**config.mk**
```make
export PLATFORM = sky130hd
export DESIGN_NAME = sid_frame_sched_flat
export DESIGN_NICKNAME = d
export VERILOG_FILES = /design/src/rtl/sid_frame_sched_pkg.sv /design/src/rtl/sid_frame_sched_if.sv /design/src/rtl/sid_frame_sched_frame_buf.sv /design/src/rtl/sid_frame_sched.sv /design/src/flat_wrapper.sv
export SDC_FILE = /design/constraint.sdc
export NUM_CORES = 1
export LEC_CHECK = 0
export ABC_AREA = 1
export BUFFER_PORTS_ARGS = -buffer_cell sky130_fd_sc_hd__buf_2
export CAP_MARGIN = 10
export CORE_ASPECT_RATIO = 1.2
export CORE_UTILIZATION = 25
export DETAILED_ROUTE_END_ITERATION = 6
export SETUP_SLACK_MARGIN = 0.4
export SYNTH_ARGS = -nofsm -noshare
export SYNTH_HDL_FRONTEND = slang
export SYNTH_SLANG_ARGS = --single-unit
```
**constraint.sdc**
```tcl
create_clock -name clk -period 2.61 [get_ports clk]
set_input_delay 0.522 -clock clk [delete_from_list [all_inputs] [get_ports clk]]
set_output_delay 0.522 -clock clk [all_outputs]
set_load 0.1 [all_outputs]
```
**src/rtl/sid_frame_sched_pkg.sv**
```systemverilog
// Shared constants, FSM encoding and address helper for the SID frame scheduler.
package sid_frame_sched_pkg;

    localparam int unsigned NREGS  = 25;
    localparam int unsigned ADDR_W = 5;
    localparam int unsigned DATA_W = 8;
    localparam int unsigned UCNT_W = 8;

    typedef enum logic [1:0] {
        ST_IDLE  = 2'd0,
        ST_START = 2'd1,
        ST_PLAY  = 2'd2
    } state_t;

    // True when the address names a real SID register slot.
    function automatic logic addr_ok(input logic [ADDR_W-1:0] addr);
        return 32'(addr) < NREGS;
    endfunction

endpackage

```
**src/rtl/sid_frame_sched_if.sv**
```systemverilog
// Host, sid_glue and status signals of the frame scheduler.
interface sid_frame_sched_if;
    import sid_frame_sched_pkg::*;

    logic              host_we;
    logic [ADDR_W-1:0] host_addr;
    logic [DATA_W-1:0] host_data;
    logic              host_commit;
    logic [ADDR_W-1:0] glue_addr;
    logic [DATA_W-1:0] ram_out;
    logic              frame_start;
    logic              frame_done;
    logic              pending;
    logic              busy;
    logic [UCNT_W-1:0] underrun_cnt;
    logic              overrun;
    logic              led_d1;

    modport master (
        output host_we, host_addr, host_data, host_commit, glue_addr, frame_done,
        input  ram_out, frame_start, pending, busy, underrun_cnt, overrun, led_d1
    );

    modport slave (
        input  host_we, host_addr, host_data, host_commit, glue_addr, frame_done,
        output ram_out, frame_start, pending, busy, underrun_cnt, overrun, led_d1
    );

endinterface

```
**src/rtl/sid_frame_sched_frame_buf.sv**
```systemverilog
// Ping-pong 2 x NREGS register buffer: host writes the back bank, sid_glue reads the front bank.
module sid_frame_buf
    import sid_frame_sched_pkg::*;
(
    input  logic              clk,
    input  logic              rst,
    input  logic              swap,
    input  logic              we,
    input  logic [ADDR_W-1:0] wr_addr,
    input  logic [DATA_W-1:0] wr_data,
    input  logic [ADDR_W-1:0] rd_addr,
    output logic [DATA_W-1:0] rd_data
);

    logic [DATA_W-1:0] mem [2][NREGS];
    logic              front_sel;

    always_ff @(posedge clk) begin
        if (rst) begin
            front_sel <= 1'b0;
        end else if (swap) begin
            front_sel <= ~front_sel;
        end
    end

    // Storage is deliberately not reset; firmware rewrites every register each frame.
    always_ff @(posedge clk) begin
        if (we && addr_ok(wr_addr)) begin
            mem[~front_sel][wr_addr] <= wr_data;
        end
    end

    always_ff @(posedge clk) begin
        if (rst) begin
            rd_data <= '0;
        end else if (addr_ok(rd_addr)) begin
            rd_data <= mem[front_sel][rd_addr];
        end else begin
            rd_data <= '0;
        end
    end

endmodule

```
**src/rtl/sid_frame_sched.sv**
```systemverilog
// Frame scheduler: frame-tick divider, IDLE/START/PLAY sequencer with watchdog, and
// underrun/overrun reporting around a ping-pong SID register buffer.
module sid_frame_sched
    import sid_frame_sched_pkg::*;
#(
    parameter int unsigned TICK_DIV = 320000,
    parameter int unsigned TIMEOUT  = 65535,
    parameter int unsigned REPEAT   = 1
) (
    input  logic             clk,
    input  logic             rst,
    sid_frame_sched_if.slave bus
);

    localparam int unsigned TICK_W = $clog2(TICK_DIV + 1);
    localparam int unsigned WDOG_W = $clog2(TIMEOUT + 1);

    logic [TICK_W-1:0] tick_cnt;
    logic              tick_c;

    state_t            state, state_nxt;
    logic              pending, pending_nxt;
    logic [UCNT_W-1:0] underrun, underrun_nxt;
    logic              overrun, overrun_nxt;
    logic [WDOG_W-1:0] wdog, wdog_nxt;
    logic              led_nxt;
    logic              swap_c;
    logic              frame_start_r, busy_r, led_r;

    // Free-running frame tick, one cycle at wrap.
    assign tick_c = (tick_cnt == TICK_W'(TICK_DIV - 1));

    always_ff @(posedge clk) begin
        if (rst) begin
            tick_cnt <= '0;
        end else if (tick_c) begin
            tick_cnt <= '0;
        end else begin
            tick_cnt <= tick_cnt + TICK_W'(1);
        end
    end

    always_ff @(posedge clk) begin
        if (rst) begin
            state         <= ST_IDLE;
            pending       <= 1'b0;
            underrun      <= '0;
            overrun       <= 1'b0;
            wdog          <= '0;
            frame_start_r <= 1'b0;
            busy_r        <= 1'b0;
            led_r         <= 1'b0;
        end else begin
            state         <= state_nxt;
            pending       <= pending_nxt;
            underrun      <= underrun_nxt;
            overrun       <= overrun_nxt;
            wdog          <= wdog_nxt;
            frame_start_r <= (state_nxt == ST_START);
            busy_r        <= (state_nxt != ST_IDLE);
            led_r         <= led_nxt;
        end
    end

    always_comb begin
        state_nxt    = state;
        pending_nxt  = pending;
        underrun_nxt = underrun;
        overrun_nxt  = overrun;
        wdog_nxt     = wdog;
        swap_c       = 1'b0;

        unique case (state)
            ST_IDLE: begin
                if (tick_c) begin
                    if (pending) begin
                        swap_c      = 1'b1;
                        pending_nxt = 1'b0;
                        state_nxt   = ST_START;
                    end else begin
                        if (underrun != '1) begin
                            underrun_nxt = underrun + UCNT_W'(1);
                        end
                        if (REPEAT != 0) begin
                            state_nxt = ST_START;
                        end
                    end
                end
            end
            ST_START: begin
                // Watchdog counts cycles since frame_start; first PLAY cycle is 1.
                wdog_nxt  = WDOG_W'(1);
                state_nxt = ST_PLAY;
                if (tick_c) begin
                    overrun_nxt = 1'b1;
                end
            end
            ST_PLAY: begin
                if (tick_c) begin
                    overrun_nxt = 1'b1;
                end
                if (bus.frame_done) begin
                    state_nxt = ST_IDLE;
                end else if (wdog == WDOG_W'(TIMEOUT)) begin
                    overrun_nxt = 1'b1;
                    state_nxt   = ST_IDLE;
                end else begin
                    wdog_nxt = wdog + WDOG_W'(1);
                end
            end
            default: begin
                state_nxt = ST_IDLE;
            end
        endcase

        // A commit on a tick cycle lands after the tick has sampled the old pending.
        if (bus.host_commit) begin
            pending_nxt = 1'b1;
        end

        led_nxt = overrun_nxt | (underrun_nxt != '0);
    end

    assign bus.frame_start  = frame_start_r;
    assign bus.busy         = busy_r;
    assign bus.pending      = pending;
    assign bus.underrun_cnt = underrun;
    assign bus.overrun      = overrun;
    assign bus.led_d1       = led_r;

    sid_frame_buf u_buf (
        .clk     (clk),
        .rst     (rst),
        .swap    (swap_c),
        .we      (bus.host_we),
        .wr_addr (bus.host_addr),
        .wr_data (bus.host_data),
        .rd_addr (bus.glue_addr),
        .rd_data (bus.ram_out)
    );

endmodule
```
**src/flat_wrapper.sv**
```systemverilog
// flat-port wrapper written by rule: the top's interface ports become plain ports
module sid_frame_sched_flat import sid_frame_sched_pkg::*;
#(
    parameter int unsigned TICK_DIV = 320000,
    parameter int unsigned TIMEOUT  = 65535,
    parameter int unsigned REPEAT   = 1
)
  (clk, rst, bus_host_we, bus_host_addr, bus_host_data, bus_host_commit, bus_glue_addr, bus_frame_done, bus_ram_out, bus_frame_start, bus_pending, bus_busy, bus_underrun_cnt, bus_overrun, bus_led_d1);
  sid_frame_sched_if bus_i ();
  input  logic clk;
  input  logic rst;
  input wire logic [$bits(bus_i.host_we)-1:0] bus_host_we;
  input wire logic [$bits(bus_i.host_addr)-1:0] bus_host_addr;
  input wire logic [$bits(bus_i.host_data)-1:0] bus_host_data;
  input wire logic [$bits(bus_i.host_commit)-1:0] bus_host_commit;
  input wire logic [$bits(bus_i.glue_addr)-1:0] bus_glue_addr;
  input wire logic [$bits(bus_i.frame_done)-1:0] bus_frame_done;
  output wire logic [$bits(bus_i.ram_out)-1:0] bus_ram_out;
  output wire logic [$bits(bus_i.frame_start)-1:0] bus_frame_start;
  output wire logic [$bits(bus_i.pending)-1:0] bus_pending;
  output wire logic [$bits(bus_i.busy)-1:0] bus_busy;
  output wire logic [$bits(bus_i.underrun_cnt)-1:0] bus_underrun_cnt;
  output wire logic [$bits(bus_i.overrun)-1:0] bus_overrun;
  output wire logic [$bits(bus_i.led_d1)-1:0] bus_led_d1;
  assign bus_i.host_we = bus_host_we;
  assign bus_i.host_addr = bus_host_addr;
  assign bus_i.host_data = bus_host_data;
  assign bus_i.host_commit = bus_host_commit;
  assign bus_i.glue_addr = bus_glue_addr;
  assign bus_i.frame_done = bus_frame_done;
  assign bus_ram_out = bus_i.ram_out;
  assign bus_frame_start = bus_i.frame_start;
  assign bus_pending = bus_i.pending;
  assign bus_busy = bus_i.busy;
  assign bus_underrun_cnt = bus_i.underrun_cnt;
  assign bus_overrun = bus_i.overrun;
  assign bus_led_d1 = bus_i.led_d1;
  sid_frame_sched #(.TICK_DIV(TICK_DIV), .TIMEOUT(TIMEOUT), .REPEAT(REPEAT)) u_core (.clk(clk), .rst(rst), .bus(bus_i));
endmodule
```
==> results.json <==
{
  "die_width_microns": 254,
  "grt_pass1_wl_mm": 75.1,
  "ys_seq_area_frac": 0.696,
  "diodes": 0,
  "area_growth_pct": 19.6,
  "setup-tns-final_ps": 0,
  "final_cell_mix": "edfxtp_1 (400), nor2_1 (267), nand2_1 (242)",
  "ys_async_sr_fraction": 0,
  "fmax_mhz": 466,
  "start_kind": "flop",
  "boundaryPins": 44,
  "fin_crit_ps": 2150,
  "multi_input_area_sq_um": 5060,
  "drt-wirelength-per-cell_microns": 17.6,
  "cap_violations": 0,
  "die-height_microns": 304,
  "h-tree-depth": 2,
  "rsz0062_at_grt": "false",
  "cts_hold_buf": 0,
  "drt_first_pass_iters": 5,
  "rows": 110,
  "setup_viol": 0,
  "ys_top_cells_by_area": "edfxtp_1 (63%), dfxtp_1 (6.3%), nor2_1 (5.3%)",
  "finalCritPeriodShare": 0.822,
  "ir_worst_vdd_mv": 0.588,
  "synth_top_area_share": 0.633,
  "required_ps": 2090,
  "cts_sinks": 460,
  "fin_skew_ps": 27.7,
  "crit_chain": "buf_2",
  "place_congestion": 0.823,
  "cts-root-buf": "clkbuf_16",
  "cts_tree": "yes",
  "grt_usage": 0.127,
  "numCtsBuffers": 48,
  "worst_pin_slew_ps": 738,
  "p_leak_nw": 7.82,
  "coreArea_sq_um": 75100,
  "synthFlopType": "edfxtp_1",
  "antenna_found_initial": 2,
  "drt_wl_total_mm": 49.5,
  "num-nets-final": 1803,
  "p_per_area_nw_per_um2": 691,
  "yosys_warnings": 0,
  "netlist_instances": 1660,
  "hold_viol": 0,
  "drive_above_1_share": 0.158,
  "post-dp-hpwl_mm": 30.4,
  "grt_overflow": 0,
  "num-fill-cells": 7638,
  "clock_latency_ps": 600,
  "drv_slew": 0,
  "first_iter_violations": 1122,
  "utilization": 0.302,
  "synth_edf_count": 400,
  "cpPeakStageDelay_ps": 530,
  "ys_ff_latch": 460,
  "start_util": 0.253,
  "status": "finished, final reports clean",
  "endpoint_kind": "output pin",
  "grt_max_degree": 87,
  "avgSynthCellArea_sq_um": 11.4,
  "dieArea_sq_um": 77000,
  "drt-vias-per-instance": 4.62,
  "yosysTopAreaCell": "edfxtp_1",
  "crit_family": "flip-flops",
  "drc": 0,
  "crit_slowest_cell": "dfxtp_1",
  "maxSlewHeadroom": 0.508,
  "hold_class": "in2reg",
  "crit_arrival_ps": 1620,
  "netlist_area_sq_um": 19000,
  "ant_nets": 0,
  "final_common_cell": "edfxtp_1",
  "syn-num-nets": 1690,
  "grt_pass1_vias": 12800,
  "critical_path_class": "reg2out",
  "synthDistinctLibCells": 45,
  "crit_buf_inv": 1,
  "register_area_sq_um": 13200,
  "clockBufferDepth": 3,
  "cts.reportedPaths.clkPinSlew_ps": 60,
  "num_vias": 13000,
  "crit_fanout": 1,
  "portBuffers": 43
}
==> metrics by stage <==
stage / std cells / worst slack (ps) / cell area (sq um) / hold WS, ps / total power, mW
6_report: 2816 / 465 / 22700 / 165 / 15.7
3_3_place_gp: 2723 / 68.5 / 20900 / 439 / 8.87
3_5_place_dp: 2723 / 168 / 20900 / 464 / 8.88
4_1_cts: 2808 / 401 / 22600 / 141 / 15.8
2_1_floorplan: 1660 / 250 / 19000 / 429 / 8.52
5_1_grt: 2816 / 400 / 22700 / 151 / 16.1
==> final cells by class <==
| cell class | count | share of cell area |
|---|---|---|
| well taps | 1008 | 0.0555 |
| repair inverters | 1 | 0.000496 |
| inverters | 78 | 0.0142 |
| clock buffers | 60 | 0.0567 |
| flip-flops and latches | 460 | 0.582 |
| multi-input cells | 1034 | 0.223 |
| clock inverters | 25 | 0.0141 |
| repair buffers | 150 | 0.0541 |
==> timing repair <==
action                                  CTS  global route
resized for setup                         2             8
buffers inserted                          0             5
endpoints found under the setup margin    4             5
gates cloned                              0             3
pin swaps                                 0             3
==> power by group <==
| part | switching [mW] | internal [mW] | leakage (nW) |
|---|---|---|---|
| clock network | 2.86 | 4.10 | 0.766 |
| logic | 0.514 | 0.167 | 2.97 |
| registers | 0.0251 | 8.02 | 4.08 |
| total | 3.40 | 12.3 | 7.82 |
==> Yosys cell counts, types with 2 or more instances <==
| cell type | number |
|---|---|
| o221ai_1 | 28 |
| nand3_2 | 4 |
| buf_2 | 39 |
| ha_1 | 7 |
| clkinv_2 | 2 |
| edfxtp_1 | 400 |
| dfxtp_1 | 60 |
| nor3_2 | 3 |
| nor2_4 | 4 |
| a31oi_1 | 14 |
| xor2_1 | 3 |
| nand4_1 | 10 |
| nor2_1 | 268 |
| inv_2 | 5 |
| o21ai_1 | 31 |
| nand2_2 | 12 |
| nand2_1 | 242 |
| clkinv_1 | 2 |
| nand2_4 | 2 |
| or2_2 | 17 |
| o211ai_1 | 30 |
| nor3_1 | 41 |
| mux2i_1 | 2 |
| buf_1 | 3 |
| o22ai_1 | 26 |
| o21a_1 | 3 |
| or3_1 | 2 |
| nand3b_1 | 2 |
| clkbuf_1 | 33 |
| buf_6 | 3 |
| nor2_2 | 5 |
| nor3_4 | 2 |
| inv_1 | 69 |
| a21oi_1 | 63 |
| nor4_1 | 2 |
| or2_1 | 3 |
| o21ai_0 | 145 |
| nand3_1 | 54 |
| xnor2_1 | 4 |
| buf_4 | 10 |
==> sequential cells by signal (all words and copies together) (netlist names), named ones only <==
register and cells:
u_core.bus.busy 1, u_core.bus.frame_start 1, u_core.wdog 16, u_core.bus.overrun 1
u_core.bus.led_d1 1, u_core.bus.pending 1, u_core.bus.underrun_cnt 8, u_core.state 2
u_core.u_buf.mem 400, u_core.u_buf.rd_data 8, u_core.u_buf.front_sel 1, u_core.tick_cnt 19
==> logic make-up after synthesis <==
| group | after synthesis | share of synthesized area |
|---|---|---|
| AOI/OAI and AO/OA | 343 | 0.103 |
| muxes | 2 | 0.00105 |
| buffers and inverters | 166 | 0.0387 |
| DFF | 460 | 0.696 |
| and+or+nand+nor | 675 | 0.153 |
| adders and majority gates | 7 | 0.00461 |
| xor gates and xnor gates | 7 | 0.00323 |
==> path summary, 6_finish.rpt <==
kind / start / endpoint / slack, ps / depth (start not counted)
max: u_core.u_buf.rd_data[1] / bus_ram_out[1] / 460 / 1
min: bus_host_data[6] / u_core.u_buf.mem[0][38] / 170 / 1
max reg2reg: flop / u_core.u_buf.rd_data[5] / 460 / 10
min reg2reg: u_core.tick_cnt[0] / u_core.tick_cnt[0] / 470 / 1
==> routing by layer <==
layer  track usage  wire [microns]
met1         0.172           21600
met4        0.0382            1090
met3        0.0265            3650
met5             0              23
met2         0.202           23100
No activity file was read; power rests on OpenSTA's default activity.
